[config.mk]
export PLATFORM = sky130hd
export DESIGN_NAME = sram_bist_ctrl
export DESIGN_NICKNAME = d
export VERILOG_FILES = /design/src/rtl/sram_bist_ctrl.sv
export SDC_FILE = /design/constraint.sdc
export NUM_CORES = 1
export LEC_CHECK = 0
export ABC_AREA = 1
export CORE_MARGIN = 5
export CORE_UTILIZATION = 52
export CTS_CLUSTER_SIZE = 25
export DETAILED_ROUTE_END_ITERATION = 8
export PLACE_DENSITY = 0.81
export SYNTH_ARGS = -nofsm -noshare
export SYNTH_HDL_FRONTEND = slang
export SYNTH_SLANG_ARGS = --single-unit
[constraint.sdc]
create_clock -name i_clk -period 2.7 [get_ports i_clk]
set_input_delay 0.54 -clock i_clk [delete_from_list [all_inputs] [get_ports i_clk]]
set_output_delay 0.54 -clock i_clk [all_outputs]
set_load 0.01 [all_outputs]
[src/rtl/sram_bist_ctrl.sv]
// March C- BIST initiator for a single-port SRAM with 2-cycle read latency; 4096 busy cycles per run.
// One outstanding access at a time; i_start is accepted only from IDLE/DONE and ignored while busy.
module sram_bist_ctrl #(
  parameter int                ADDR_W  = 8,
  parameter int                DATA_W  = 10,
  parameter logic [DATA_W-1:0] DATA_BG = 10'h000
) (
  input  logic              i_clk,
  input  logic              i_rstn,
  input  logic              i_start,
  output logic              o_ena,
  output logic              o_wea,
  output logic [ADDR_W-1:0] o_addra,
  output logic [DATA_W-1:0] o_dina,
  input  logic [DATA_W-1:0] i_douta,
  output logic              o_busy,
  output logic              o_done,
  output logic              o_fail,
  output logic [2:0]        o_fail_elem,
  output logic [ADDR_W-1:0] o_fail_addr,
  output logic [DATA_W-1:0] o_fail_data,
  output logic [10:0]       o_err_cnt
);

  typedef enum logic [2:0] {S_IDLE, S_WR0, S_RD0, S_RD1, S_WR, S_CHK, S_DONE} state_t;

  localparam logic [ADDR_W-1:0] ADDR_MAX = '1;

  state_t              state_q, state_d;
  logic [2:0]          elem_q, elem_d;
  logic [ADDR_W-1:0]   addr_q, addr_d;
  logic                done_q, done_d;
  logic                fail_q, fail_d;
  logic [2:0]          fail_elem_q, fail_elem_d;
  logic [ADDR_W-1:0]   fail_addr_q, fail_addr_d;
  logic [DATA_W-1:0]   fail_data_q, fail_data_d;
  logic [10:0]         err_cnt_q, err_cnt_d;

  logic                down, last, mismatch;
  logic [ADDR_W-1:0]   addr_step;
  logic [DATA_W-1:0]   exp_rd;

  // Elements 3 and 4 walk downwards; everything else walks up.
  assign down      = (elem_q == 3'd3) || (elem_q == 3'd4);
  assign last      = down ? (addr_q == '0) : (addr_q == ADDR_MAX);
  assign addr_step = down ? (addr_q - 1'b1) : (addr_q + 1'b1);
  assign exp_rd    = ((elem_q == 3'd2) || (elem_q == 3'd4)) ? ~DATA_BG : DATA_BG;
  assign mismatch  = ((state_q == S_WR) || (state_q == S_CHK)) && (i_douta != exp_rd);

  always_ff @(posedge i_clk or negedge i_rstn) begin
    if (!i_rstn) begin
      state_q     <= S_IDLE;
      elem_q      <= '0;
      addr_q      <= '0;
      done_q      <= 1'b0;
      fail_q      <= 1'b0;
      fail_elem_q <= '0;
      fail_addr_q <= '0;
      fail_data_q <= '0;
      err_cnt_q   <= '0;
    end else begin
      state_q     <= state_d;
      elem_q      <= elem_d;
      addr_q      <= addr_d;
      done_q      <= done_d;
      fail_q      <= fail_d;
      fail_elem_q <= fail_elem_d;
      fail_addr_q <= fail_addr_d;
      fail_data_q <= fail_data_d;
      err_cnt_q   <= err_cnt_d;
    end
  end

  always_comb begin
    state_d     = state_q;
    elem_d      = elem_q;
    addr_d      = addr_q;
    done_d      = done_q;
    fail_d      = fail_q;
    fail_elem_d = fail_elem_q;
    fail_addr_d = fail_addr_q;
    fail_data_d = fail_data_q;
    err_cnt_d   = err_cnt_q;
    case (state_q)
      S_IDLE, S_DONE: begin
        if (i_start) begin
          state_d     = S_WR0;
          elem_d      = '0;
          addr_d      = '0;
          done_d      = 1'b0;
          fail_d      = 1'b0;
          fail_elem_d = '0;
          fail_addr_d = '0;
          fail_data_d = '0;
          err_cnt_d   = '0;
        end
      end
      S_WR0: begin
        if (last) begin
          state_d = S_RD0;
          elem_d  = 3'd1;
          addr_d  = '0;
        end else begin
          addr_d = addr_step;
        end
      end
      S_RD0: state_d = S_RD1;
      S_RD1: state_d = (elem_q == 3'd5) ? S_CHK : S_WR;
      S_WR: begin
        state_d = S_RD0;
        if (last) begin
          elem_d = elem_q + 3'd1;
          // Reload for the next element's direction: 3 and 4 start at the top.
          addr_d = ((elem_q == 3'd2) || (elem_q == 3'd3)) ? ADDR_MAX : '0;
        end else begin
          addr_d = addr_step;
        end
      end
      S_CHK: begin
        if (last) begin
          state_d = S_DONE;
          done_d  = 1'b1;
          elem_d  = '0;
          addr_d  = '0;
        end else begin
          state_d = S_RD0;
          addr_d  = addr_step;
        end
      end
      default: state_d = S_IDLE;
    endcase
    if (mismatch) begin
      err_cnt_d = err_cnt_q + 11'd1;
      if (!fail_q) begin
        fail_d      = 1'b1;
        fail_elem_d = elem_q;
        fail_addr_d = addr_q;
        fail_data_d = i_douta;
      end
    end
  end

  assign o_ena       = (state_q == S_WR0) || (state_q == S_RD0) || (state_q == S_RD1) || (state_q == S_WR);
  assign o_wea       = (state_q == S_WR0) || (state_q == S_WR);
  assign o_addra     = addr_q;
  assign o_dina      = (state_q == S_WR0) ? DATA_BG :
                       (state_q == S_WR)  ? (((elem_q == 3'd1) || (elem_q == 3'd3)) ? ~DATA_BG : DATA_BG) :
                       '0;
  assign o_busy      = (state_q != S_IDLE) && (state_q != S_DONE);
  assign o_done      = done_q;
  assign o_fail      = fail_q;
  assign o_fail_elem = fail_elem_q;
  assign o_fail_addr = fail_addr_q;
  assign o_fail_data = fail_data_q;
  assign o_err_cnt   = err_cnt_q;

endmodule

==> impl_metrics.sql, run 1 <==
INSERT INTO impl_metrics (metric_group, metric, value, unit) VALUES
('floorplanning', 'row_count', '28', ''),
('global_route', 'groute.usage.overall', '19.7', '%'),
('sta', 'worst-slew-pin-transition', '0.616', 'ns'),
('worst_setup_path', 'setup.worst_path.end_class', 'primary output', ''),
('worst_setup_path', 'critical_path.n_buffers_inverters', '1', ''),
('yosys', 'cell_area_after_technology_mapping', '3250', 'um2'),
('sta', 'part_of_the_cycle_the_worst_path_needs', '95.6', '%'),
('power_and_ir_drop', 'ir_worst_vdd', '526', 'uV'),
('worst_setup_path', 'critical_path_start_end_classification', 'flip-flop to primary output', ''),
('routing', 'm1WireLength', '3420', 'um'),
('routing', 'met2_wirelength', '3430', 'um'),
('run_status', 'status', 'completed', ''),
('clocking', 'clock_insertion_delay_worst_skew', '0.31', 'ns'),
('clocking', 'post_cts_hold_buffer_count', '0', ''),
('floorplanning', 'fp.dieArea', '7920', 'um2'),
('worst_setup_path', 'worst_path_most_repeated_cell', 'sky130_fd_sc_hd__ha_1', ''),
('floorplanning', 'die_w', '89.0', 'um'),
('global_route', 'wire_length_of_the_first_global_routing_pass', '12500', 'um'),
('sta', 'max_freq', '0.387', 'GHz'),
('routing', 'routedWlPerCell', '13.1', 'um'),
('worst_setup_path', 'cp.required', '2.16', 'ns'),
('placement', 'dp_hpwl', '5460', 'um'),
('sta', 'finalSetupViolCount', '0', ''),
('routing', 'drt_wl_total', '7470', 'um'),
('clocking', 'clockRootBuffer', 'sky130_fd_sc_hd__clkbuf_8', ''),
('clocking', 'cts_max_level', '2', ''),
('power_and_ir_drop', 'powerDensity', '837', 'nW/um2'),
('routing', 'drcViolationCount', '0', ''),
('yosys', 'syn_inst', '437', ''),
('sta', 'rsz_0062_raised_after_global_routing', 'false', ''),
('sta', 'timing.final.max_slew_violations', '0', ''),
('worst_setup_path', 'crit_path_max_fanout', '5', ''),
('yosys', 'synthesis.yosys.warnings', '0', ''),
('placement', 'routabilityCongestion', '0.882', ''),
('worst_setup_path', 'crit_family', 'buffers and inverters', ''),
('floorplanning', 'initial_core_util', '54.2', '%'),
('placement', 'port-buffer-count', '67', ''),
('layout', 'post-route-cell-area', '3990', 'um2'),
('hold_path', 'worst_hold_path_type', 'input pin to async pin', ''),
('routing', 'antenna_left', '0', ''),
('routing', 'route.top_layer_used', 'met4', ''),
('clocking', 'cts.sinks', '48', ''),
('yosys', 'synthesis.area_per_instance', '7.43', 'um2'),
('yosys', 'ys_seq_area_share', '37.0', '%'),
('floorplanning', 'die_height', '89.0', 'um'),
('yosys', 'synth_nets', '464', ''),
('clocking', 'tritoncts', 'yes', ''),
('global_route', 'pin_count_of_the_biggest_net_entering_global_routing', '49', ''),
('layout', 'fillerInstances', '511', ''),
('placement', 'placed_area', '3870', 'um2'),
('global_route', 'globalRouteOverflowTotal', '0', ''),
('yosys', 'synth.lib_cells_used.distinct', '36', ''),
('floorplanning', 'floorplan.io_pins', '68', ''),
('job', 'max_cap_viol_count', '0', ''),
('routing', 'routed-wl-met3', '518', 'um'),
('layout', 'antenna-diode-count', '0', ''),
('routing', 'number_of_drc_violations_after_detailed_routing_iteration_0', '154', ''),
('routing', 'detailroute.via_count', '2935', ''),
('worst_setup_path', 'crit_path_cell_trace', 'ha_1, ha_1, a21oi_4, nor2_4, clkdlybuf4s50_1', ''),
('power_and_ir_drop', 'power', '3.34', 'mW'),
('clocking', 'cts.clk_slew.worst_paths', '0.10', 'ns'),
('worst_setup_path', 'start_kind', 'flip-flop', ''),
('worst_setup_path', 'critical-path-slowest-cell', 'sky130_fd_sc_hd__clkdlybuf4s50_1', ''),
('layout', 'layout-area-overhead-vs-synth', '22.9', '%'),
('yosys', 'synth_seq_cells', '48', ''),
('layout', 'final_nets', '519', ''),
('sta', 'worst_clock_skew', '0.00987', 'ns'),
('layout', 'drive_above_1_share', '8.72', '%'),
('clocking', 'maximum_buffer_depth_of_the_clock_tree', '2', ''),
('sta', 'final.min_clock_period', '2.58', 'ns'),
('sta', 'final_hold_viol_count', '0', ''),
('sta', 'slew_headroom', '58.9', '%'),
('global_route', 'grt_pass1_vias', '2775', ''),
('worst_setup_path', 'cp.arrival', '2.04', 'ns'),
('global_route', 'antenna_found_initial', '0', ''),
('sta', 'fin_setup_tns', '0', 'ns'),
('floorplanning', 'placeableCoreArea', '5990', 'um2'),
('power_and_ir_drop', 'p_leak', '1.97', 'nW'),
('routing', 'routed_via_density', '5.17', ''),
('sta', 'worst_hold_slack', '0.206', 'ns'),
('clocking', 'cts_inserted_buffers', '5', ''),
('worst_setup_path', 'timing.critical_path.slowest_cell_delay', '0.57', 'ns'),
('routing', 'drt_pre_antenna_iters', '4', '');
## cell usage after synthesis, drive strengths merged
cell    number  area share [%]
a21oi        5            0.77
a31o         1            0.27
a31oi        1            0.19
and2         1            0.19
buf         20             5.0
clkbuf       4            0.46
dfrtp       48              37
fa           1            0.62
ha          13             5.0
inv         45             5.2
nand2      147              18
nand3       59             9.8
nand3b       3            0.69
nand4        5            0.96
nor2        28             3.8
nor3         3            0.46
o211ai       1            0.39
o21ai       20             3.5
o21bai      23             5.3
or2          6             1.2
xnor2        2            0.54
xor2         1            0.27
## final cells by class
type | count | area [um2] | share of cell area, %
multi-input cells | 321 | 1730 | 43.3
inverters | 45 | 169 | 4.23
flip-flops and latches | 48 | 1200 | 30.1
clock inverters | 3 | 18.8 | 0.470
repair buffers | 71 | 708 | 17.7
clock buffers | 5 | 68.8 | 1.72
well taps | 75 | 93.8 | 2.35
## routing by layer
layer	global-route usage, %	up-vias
met5	0	-
met4	5.28	0
met1	27.1	1340
met3	3.32	9
li1	-	1503
met2	32.5	83
## cells by family (layout without fill, tap and decap cells)
| logic type | after synthesis | count (layout) | synth area share (%) |
|---|---|---|---|
| compound gates | 51 | 51 | 10.5 |
| buf+inv | 69 | 124 | 10.6 |
| flops | 48 | 48 | 37.0 |
| xor+xnor | 3 | 3 | 0.810 |
| simple gates | 252 | 253 | 35.4 |
| fa+ha+maj | 14 | 14 | 5.63 |
## path summary, 6_finish.rpt
check,startpoint,end,slack [ns],cells after the start
max,elem_q[1],o_dina[0],0.12,5
min,i_rstn,o_fail_data[0],0.21,2
max reg2reg,elem_q[1],o_addra[3],0.46,12
min reg2reg,o_done,o_done,0.53,2
max in group asynchronous,i_rstn,elem_q[0],2.25,2
min in group i_clk,o_done,o_done,0.53,2
## report_power, final
part	total (mW)	internal, mW	switching (mW)
Combinational	1.77	0.766	1.00
Clock	0.431	0.181	0.250
Sequential	1.14	0.925	0.216
## registers in the layout (all words and copies together) (netlist names)
register	count
elem_q	3
o_fail_addr	8
state_q	3
o_done	1
o_fail	1
o_fail_data	10
o_addra	8
o_fail_elem	3
o_err_cnt	11
## placed cells by master, fill, tap and decap left out, drive strengths merged, types with 6 or more instances in the layout
cell type        n
ha              13
inv             45
nand2          147
dfrtp           48
o21bai          23
clkdlybuf4s50   66
or2              6
nor2            29
o21ai           20
nand3           59
## repair_timing
item / in CTS / in global routing
setup endpoints to repair: 10 / 10
buffers inserted: 0 / 0
resized for setup: 2 / 5
pin swaps: 0 / 1
gates cloned: 0 / 1
## stage by stage
stage	utilization [%]	setup slack, ns	instances
2_1_floorplan	-	0.634	437
3_3_place_gp	64.6	0.209	559
3_5_place_dp	64.6	0.114	559
4_1_cts	66.2	0.0321	567
5_1_grt	66.6	0.0256	568
6_report	66.6	0.118	568
Note: power is estimated with default switching activity, not from simulation.
==> run 2, diff against run 1 <==
--- a/config.mk
+++ b/config.mk
@@ -6,11 +6,14 @@
 export NUM_CORES = 1
 export LEC_CHECK = 0
 export ABC_AREA = 1
+export CELL_PAD_IN_SITES_DETAIL_PLACEMENT = 0
+export CELL_PAD_IN_SITES_GLOBAL_PLACEMENT = 1
 export CORE_MARGIN = 5
-export CORE_UTILIZATION = 52
+export CORE_UTILIZATION = 37
+export CTS_CLUSTER_DIAMETER = 120
 export CTS_CLUSTER_SIZE = 25
 export DETAILED_ROUTE_END_ITERATION = 8
-export PLACE_DENSITY = 0.81
+export PLACE_DENSITY_LB_ADDON = 0.1
 export SYNTH_ARGS = -nofsm -noshare
 export SYNTH_HDL_FRONTEND = slang
 export SYNTH_SLANG_ARGS = --single-unit
==> run 2 against run 1 <==
Compared with the run above:
- sequential share of layout area shrank 0.25 points
- first-iteration DRC count shrank 33%
- final area grew 1.2%
- register-to-register slack lost 0.02 ns
- setup slack gained 0.080 ns
- core utilization shrank 20 points
- largest power group unchanged
==> impl_metrics.sql, run 2 (same netlist as run 1, synthesis figures left out) <==
INSERT INTO impl_metrics (metric_group, metric, value, unit) VALUES
('power_and_ir_drop', 'powerDensity', '845', 'nW/um2'),
('clocking', 'clock_insertion_delay_worst_skew', '0.30', 'ns'),
('power_and_ir_drop', 'power', '3.41', 'mW'),
('routing', 'drt_pre_antenna_iters', '4', ''),
('worst_setup_path', 'cp.required', '2.16', 'ns'),
('worst_setup_path', 'cp.arrival', '1.96', 'ns'),
('layout', 'layout-area-overhead-vs-synth', '24.4', '%'),
('sta', 'max_freq', '0.400', 'GHz'),
('floorplanning', 'placeableCoreArea', '8640', 'um2'),
('worst_setup_path', 'start_kind', 'flip-flop', ''),
('sta', 'worst_clock_skew', '0.00786', 'ns'),
('clocking', 'post_cts_hold_buffer_count', '0', ''),
('routing', 'routedWlPerCell', '13.4', 'um'),
('routing', 'detailroute.via_count', '2876', ''),
('clocking', 'ctsResizeCount', '0', ''),
('clocking', 'tritoncts', 'yes', ''),
('sta', 'final.min_clock_period', '2.50', 'ns'),
('floorplanning', 'floorplan.io_pins', '68', ''),
('hold_path', 'worst_hold_path_type', 'input pin to async pin', ''),
('clocking', 'cts_inserted_buffers', '5', ''),
('sta', 'timing.final.max_slew_violations', '0', ''),
('clocking', 'post_cts.repair.setup_buffers', '0', ''),
('worst_setup_path', 'crit_path_max_fanout', '10', ''),
('worst_setup_path', 'critical_path_start_end_classification', 'flip-flop to primary output', ''),
('placement', 'routabilityCongestion', '0.851', ''),
('routing', 'number_of_drc_violations_after_detailed_routing_iteration_0', '103', ''),
('sta', 'final_hold_viol_count', '0', ''),
('routing', 'drcViolationCount', '0', ''),
('routing', 'routed_via_density', '4.79', ''),
('floorplanning', 'die_w', '104', 'um'),
('run_status', 'status', 'completed', ''),
('layout', 'post_layout_nonfiller_instances', '600', ''),
('layout', 'final_nets', '518', ''),
('global_route', 'pin_count_of_the_biggest_net_entering_global_routing', '49', ''),
('layout', 'drive_above_1_share', '8.74', '%'),
('placement', 'dp_hpwl', '5850', 'um'),
('clocking', 'cts_max_level', '2', ''),
('layout', 'layout_commonest_cell', 'sky130_fd_sc_hd__nand2_1', ''),
('sta', 'worst-slew-pin-transition', '0.692', 'ns'),
('global_route', 'groute.usage.overall', '14.9', '%'),
('global_route', 'globalRouteOverflowTotal', '0', ''),
('job', 'max_cap_viol_count', '0', ''),
('clocking', 'clockRootBuffer', 'sky130_fd_sc_hd__clkbuf_8', ''),
('routing', 'antenna_left', '0', ''),
('sta', 'slew_headroom', '53.8', '%'),
('floorplanning', 'row_count', '34', ''),
('layout', 'largest_register_ffs', '11', ''),
('layout', 'layout.cells.most_common_list', 'sky130_fd_sc_hd__nand2_1, sky130_fd_sc_hd__clkdlybuf4s50_1, sky130_fd_sc_hd__nand3_1', ''),
('routing', 'drt_wl_total', '8030', 'um'),
('placement', 'port-buffer-count', '67', ''),
('global_route', 'antenna_found_initial', '0', ''),
('worst_setup_path', 'setup.worst_path.end_class', 'primary output', ''),
('floorplanning', 'die_height', '104', 'um'),
('sta', 'rsz_0062_raised_after_global_routing', 'false', ''),
('layout', 'antenna-diode-count', '0', ''),
('placement', 'dp_cells', '592', ''),
('sta', 'finalSetupViolCount', '0', ''),
('clocking', 'cts.clk_slew.worst_paths', '0.09', 'ns'),
('floorplanning', 'fp.dieArea', '10700', 'um2'),
('power_and_ir_drop', 'ir_worst_vdd', '375', 'uV'),
('power_and_ir_drop', 'p_leak', '1.98', 'nW'),
('sta', 'part_of_the_cycle_the_worst_path_needs', '92.7', '%'),
('global_route', 'wire_length_of_the_first_global_routing_pass', '13600', 'um'),
('global_route', 'grt_pass1_vias', '2855', ''),
('sta', 'fin_setup_tns', '0', 'ns'),
('clocking', 'maximum_buffer_depth_of_the_clock_tree', '2', ''),
('floorplanning', 'initial_core_util', '37.6', '%'),
('clocking', 'cts.sinks', '48', '');
run 2: cell count changes in the layout (fill, tap and decap cells not counted), sizes merged:
cell           change
dlymetal6s2s       +1
nor2               -1
clkdlybuf4s50      -1
clkinv             -2
clkinvlp           +1
bufinv             +1
run 2: layer usage:
layer / vias to the layer above / wire length (um) / GRT usage (%) / share of wire [%]
met3: 7 / 356 / 2.99 / 4.4
li1: 1496 / - / - / -
met4: 0 / 107 / 3.61 / 1.3
met1: 1313 / 3890 / 20.1 / 48
met5: - / 0 / 0 / 0
met2: 60 / 3680 / 24.5 / 46
run 2: path summary, 6_finish.rpt:
check                            endpoint  slack [ns]  cells past startpoint  startpoint
max                             o_dina[5]        0.20                      6   elem_q[0]
min                        o_fail_data[7]        0.34                      2      i_rstn
max reg2reg                    o_addra[3]        0.44                     12   elem_q[0]
min reg2reg                        o_done        0.54                      2      o_done
max in group asynchronous       elem_q[1]        1.91                      2      i_rstn
min in group i_clk                 o_done        0.54                      2      o_done
run 2: critical path, cell delays in order (launching register included):
cell                              delay, ns
sky130_fd_sc_hd__dfrtp_2               0.47
sky130_fd_sc_hd__ha_4                  0.20
sky130_fd_sc_hd__ha_1                  0.19
sky130_fd_sc_hd__a21oi_1               0.11
sky130_fd_sc_hd__nor2_1                0.06
sky130_fd_sc_hd__buf_4                 0.15
sky130_fd_sc_hd__clkdlybuf4s50_1       0.48
run 2: final cells by class:
cell class	count	area, um2
Clock inverter	3	42.5
Timing Repair Buffer	71	698
Sequential cell	48	1210
Multi-Input combinational cell	320	1720
Fill cell	887	4600
Clock buffer	5	68.8
Inverter	45	169
Tap cell	108	135
run 2: through the flow:
stage          setup WS (ns)  hold slack [ns]  instance area (um2)  utilization, %
2_1_floorplan          0.634            0.244                 3250               -
3_3_place_gp           0.435            0.509                 3900            45.2
3_5_place_dp           0.410            0.521                 3900            45.2
4_1_cts               0.0376            0.359                 4010            46.5
5_1_grt              0.00648            0.399                 4040            46.7
6_report               0.198            0.337                 4040            46.7
run 2: power by group:
part           switching [mW]  total (mW)  internal [mW]
clock network           0.246       0.520          0.274
registers               0.228        1.16          0.927
logic                   0.981        1.74          0.755
total                    1.46        3.41           1.96
==> run 3, diff against run 2 <==
--- a/config.mk
+++ b/config.mk
@@ -5,11 +5,11 @@
 export SDC_FILE = /design/constraint.sdc
 export NUM_CORES = 1
 export LEC_CHECK = 0
-export ABC_AREA = 1
 export CELL_PAD_IN_SITES_DETAIL_PLACEMENT = 0
 export CELL_PAD_IN_SITES_GLOBAL_PLACEMENT = 1
 export CORE_MARGIN = 5
-export CORE_UTILIZATION = 37
+export CORE_UTILIZATION = 38
+export CTS_BUF_LIST = sky130_fd_sc_hd__clkbuf_2 sky130_fd_sc_hd__clkbuf_4 sky130_fd_sc_hd__clkbuf_8
 export CTS_CLUSTER_DIAMETER = 120
 export CTS_CLUSTER_SIZE = 25
 export DETAILED_ROUTE_END_ITERATION = 8
==> constraint.sdc (replaced) <==
create_clock -name i_clk -period 2.7 [get_ports i_clk]
set_input_delay 0.54 -clock i_clk [delete_from_list [all_inputs] [get_ports i_clk]]
set_output_delay 0.54 -clock i_clk [all_outputs]
set_load 0.005 [all_outputs]
==> run 3 against run 2 <==
Compared with the run above:
- final area shrank 7.8%
- core utilization up 4.8 points
- via count decreased by 14%
- largest cell class unchanged
- die area down 14%
- sequential power is 31% lower
- total power is 57% lower
- critical path depth is the same
- sequential share of layout area rose by 2.4 points
==> impl_metrics.sql, run 3 <==
INSERT INTO impl_metrics (metric_group, metric, value, unit) VALUES
('run_status', 'status', 'completed', ''),
('clocking', 'cts_inserted_buffers', '5', ''),
('layout', 'drive_above_1_share', '7.81', '%'),
('routing', 'routed_via_density', '5.11', ''),
('routing', 'drt_pre_antenna_iters', '4', ''),
('global_route', 'pin_count_of_the_biggest_net_entering_global_routing', '49', ''),
('yosys', 'cell_area_after_technology_mapping', '2810', 'um2'),
('worst_setup_path', 'crit_path_max_fanout', '10', ''),
('sta', 'slew_headroom', '53.0', '%'),
('power_and_ir_drop', 'clkPwrFrac', '35.7', '%'),
('routing', 'drcViolationCount', '0', ''),
('global_route', 'wire_length_of_the_first_global_routing_pass', '11500', 'um'),
('routing', 'antenna_left', '0', ''),
('clocking', 'clockRootBuffer', 'sky130_fd_sc_hd__clkbuf_8', ''),
('worst_setup_path', 'cp.arrival', '2.01', 'ns'),
('layout', 'layout_commonest_cell', 'sky130_fd_sc_hd__clkdlybuf4s50_1', ''),
('layout', 'post_layout_nonfiller_instances', '483', ''),
('clocking', 'cts.sinks', '48', ''),
('worst_setup_path', 'start_kind', 'flip-flop', ''),
('yosys', 'ys_async_sr_fraction', '100', '%'),
('floorplanning', 'initial_core_util', '38.9', '%'),
('job', 'max_cap_viol_count', '0', ''),
('sta', 'worst_slack', '0.147', 'ns'),
('sta', 'finalSetupViolCount', '0', ''),
('yosys', 'synthesis.yosys.warnings', '0', ''),
('sta', 'final.min_clock_period', '2.55', 'ns'),
('routing', 'routedWlPerCell', '14.6', 'um'),
('power_and_ir_drop', 'powerDensity', '398', 'nW/um2'),
('layout', 'regArea', '1200', 'um2'),
('hold_path', 'worst_hold_path_type', 'input pin to async pin', ''),
('layout', 'layout.cells.most_common_list', 'sky130_fd_sc_hd__clkdlybuf4s50_1, sky130_fd_sc_hd__nand2_1, sky130_fd_sc_hd__dfrtp_1', ''),
('layout', 'area_taken_by_multi_input_logic_gates', '1450', 'um2'),
('floorplanning', 'die_height', '96.0', 'um'),
('placement', 'port-buffer-count', '67', ''),
('layout', 'fillerInstances', '715', ''),
('placement', 'routabilityCongestion', '0.796', ''),
('sta', 'fin_setup_tns', '0', 'ns'),
('power_and_ir_drop', 'p_sw', '343', 'uW'),
('yosys', 'post-synth-top-area-fraction', '42.8', '%'),
('yosys', 'synth.lib_cells_used.distinct', '46', ''),
('layout', 'final_util', '51.6', '%'),
('sta', 'part_of_the_cycle_the_worst_path_needs', '94.6', '%'),
('layout', 'layout-area-overhead-vs-synth', '32.5', '%'),
('sta', 'timing.final.max_slew_violations', '0', ''),
('yosys', 'syn_inst', '318', ''),
('placement', 'dp_hpwl', '5090', 'um'),
('yosys', 'synth_seq_cells', '48', ''),
('routing', 'detailroute.via_count', '2468', ''),
('layout', 'final_nets', '410', ''),
('layout', 'antenna-diode-count', '0', ''),
('worst_setup_path', 'cp.required', '2.16', 'ns'),
('placement', 'place_ws', '0.0365', 'ns'),
('routing', 'drt_wl_total', '7060', 'um'),
('global_route', 'groute.usage.overall', '15.7', '%'),
('yosys', 'synthesis.area_per_instance', '8.83', 'um2'),
('power_and_ir_drop', 'p_leak', '1.60', 'nW'),
('placement', 'dp_cells', '475', ''),
('layout', 'largest_register_ffs', '11', ''),
('routing', 'number_of_drc_violations_after_detailed_routing_iteration_0', '117', ''),
('power_and_ir_drop', 'pwr-share-comb', '10.5', '%'),
('power_and_ir_drop', 'p_sw_share', '23.1', '%'),
('layout', 'post-route-cell-area', '3720', 'um2'),
('clocking', 'post_cts.repair.setup_buffers', '0', ''),
('power_and_ir_drop', 'ir_worst_vdd', '201', 'uV'),
('yosys', 'synth_nets', '345', ''),
('clocking', 'maximum_buffer_depth_of_the_clock_tree', '2', ''),
('clocking', 'cts_max_level', '2', ''),
('sta', 'worst-slew-pin-transition', '0.703', 'ns'),
('sta', 'worst_clock_skew', '0.00583', 'ns'),
('floorplanning', 'floorplan.io_pins', '68', ''),
('worst_setup_path', 'setup.worst_path.end_class', 'primary output', ''),
('sta', 'worst_hold_slack', '0.344', 'ns'),
('global_route', 'antenna_found_initial', '0', ''),
('floorplanning', 'row_count', '31', ''),
('floorplanning', 'fp.dieArea', '9210', 'um2'),
('power_and_ir_drop', 'reg_power_share', '53.8', '%'),
('placement', 'placed_area', '3590', 'um2'),
('worst_setup_path', 'critical_path_start_end_classification', 'flip-flop to primary output', ''),
('yosys', 'synth.cells.most_frequent', 'sky130_fd_sc_hd__nand2_1, sky130_fd_sc_hd__dfrtp_1, sky130_fd_sc_hd__o21ai_0', ''),
('sta', 'rsz_0062_raised_after_global_routing', 'false', ''),
('yosys', 'number_of_enable_type_register_cells_in_the_synthesized_netlist', '0', ''),
('yosys', 'synth.most_common_cell', 'sky130_fd_sc_hd__nand2_1', ''),
('global_route', 'grt_pass1_vias', '2282', ''),
('clocking', 'tritoncts', 'yes', ''),
('floorplanning', 'placeableCoreArea', '7210', 'um2'),
('sta', 'final_hold_viol_count', '0', ''),
('clocking', 'cts.clk_slew.worst_paths', '0.09', 'ns'),
('floorplanning', 'die_w', '96.0', 'um'),
('yosys', 'yosys-top-cells-area', 'sky130_fd_sc_hd__dfrtp_1, sky130_fd_sc_hd__nand2_1, sky130_fd_sc_hd__ha_1', ''),
('power_and_ir_drop', 'p_int', '1.14', 'mW'),
('power_and_ir_drop', 'power', '1.48', 'mW'),
('yosys', 'synth_area_leader_cell', 'sky130_fd_sc_hd__dfrtp_1', ''),
('clocking', 'post_cts_hold_buffer_count', '0', ''),
('global_route', 'globalRouteOverflowTotal', '0', ''),
('yosys', 'synthFlopType', 'sky130_fd_sc_hd__dfrtp_1', ''),
('sta', 'max_freq', '0.392', 'GHz'),
('yosys', 'ys_seq_area_share', '42.8', '%'),
('clocking', 'clock_insertion_delay_worst_skew', '0.30', 'ns');
==> run 3: changes by cell type after synthesis, sizes merged, moves of 7 or more <==
cell | before | now
o21ai | 20 | 36
nor2 | 28 | 12
buf | 20 | 13
inv | 45 | 13
o21bai | 23 | 1
nand3 | 59 | 11
nand2 | 147 | 61
mux2i | 0 | 8
==> run 3: layout make-up <==
| class | instances | share of cell area (%) |
|---|---|---|
| clock inverter | 2 | 0.941 |
| tap | 99 | 3.33 |
| timing repair buffer | 81 | 21.0 |
| clock buffer | 6 | 2.05 |
| multi-input combinational | 234 | 39.0 |
| inverter | 13 | 1.31 |
| sequential | 48 | 32.3 |
==> run 3: logic make-up after synthesis <==
kind of cell             synth area share, %
buffers and inverters                   6.28
AND/OR/NAND/NOR                         21.9
multiplexers                            3.65
XOR/XNOR                                1.56
AO/OA/AOI/OAI                           17.0
adder cells (fa/ha/maj)                 6.86
flip-flops                              42.8
==> run 3: timing repair <==
item	in CTS	in global routing
setup endpoints to repair	0	37
gates resized for setup	0	5
endpoints found under the hold margin	0	0
==> run 3: layer usage <==
metal	GRT usage, %	vias to the layer above	wire length (um)	part of all wire [%]
met5	0	-	0	0
met3	3.52	5	401	5.7
met2	24.5	53	3160	45
met4	2.84	0	52	0.74
li1	-	1241	-	-
met1	22.4	1169	3440	49
==> run 3: power groups by stage <==
stage	combinational, mW	clock (mW)	sequential [mW]
finish	0.155	0.529	0.798
global route	0.173	0.570	0.804
CTS	0.160	0.548	0.798
detailed placement	0.160	0	0.813
global placement	0.158	0	0.811
floorplan	0.0348	0	0.806
==> run 3: final timing paths <==
| path | end | slack, ns | cells after the start | start |
|---|---|---|---|---|
| max in group asynchronous | elem_q[0] | 1.91 | 2 | i_rstn |
| min in group i_clk | o_err_cnt[10] | 0.48 | 1 | o_err_cnt[10] |
| setup reg to reg | o_err_cnt[5] | 0.19 | 8 | elem_q[0] |
| setup / recovery | o_dina[1] | 0.15 | 6 | elem_q[0] |
| hold reg to reg | o_err_cnt[10] | 0.48 | 1 | o_err_cnt[10] |
| hold / removal | o_fail_data[0] | 0.34 | 2 | i_rstn |
==> run 3: worst max-delay path, cell delays in order, from the launching register on <==
cell and delay [ns]:
sky130_fd_sc_hd__dfrtp_2 0.47, sky130_fd_sc_hd__ha_1 0.24, sky130_fd_sc_hd__ha_1 0.20, sky130_fd_sc_hd__a21oi_1 0.13
sky130_fd_sc_hd__nor2_1 0.06, sky130_fd_sc_hd__buf_4 0.16, sky130_fd_sc_hd__clkdlybuf4s50_1 0.45
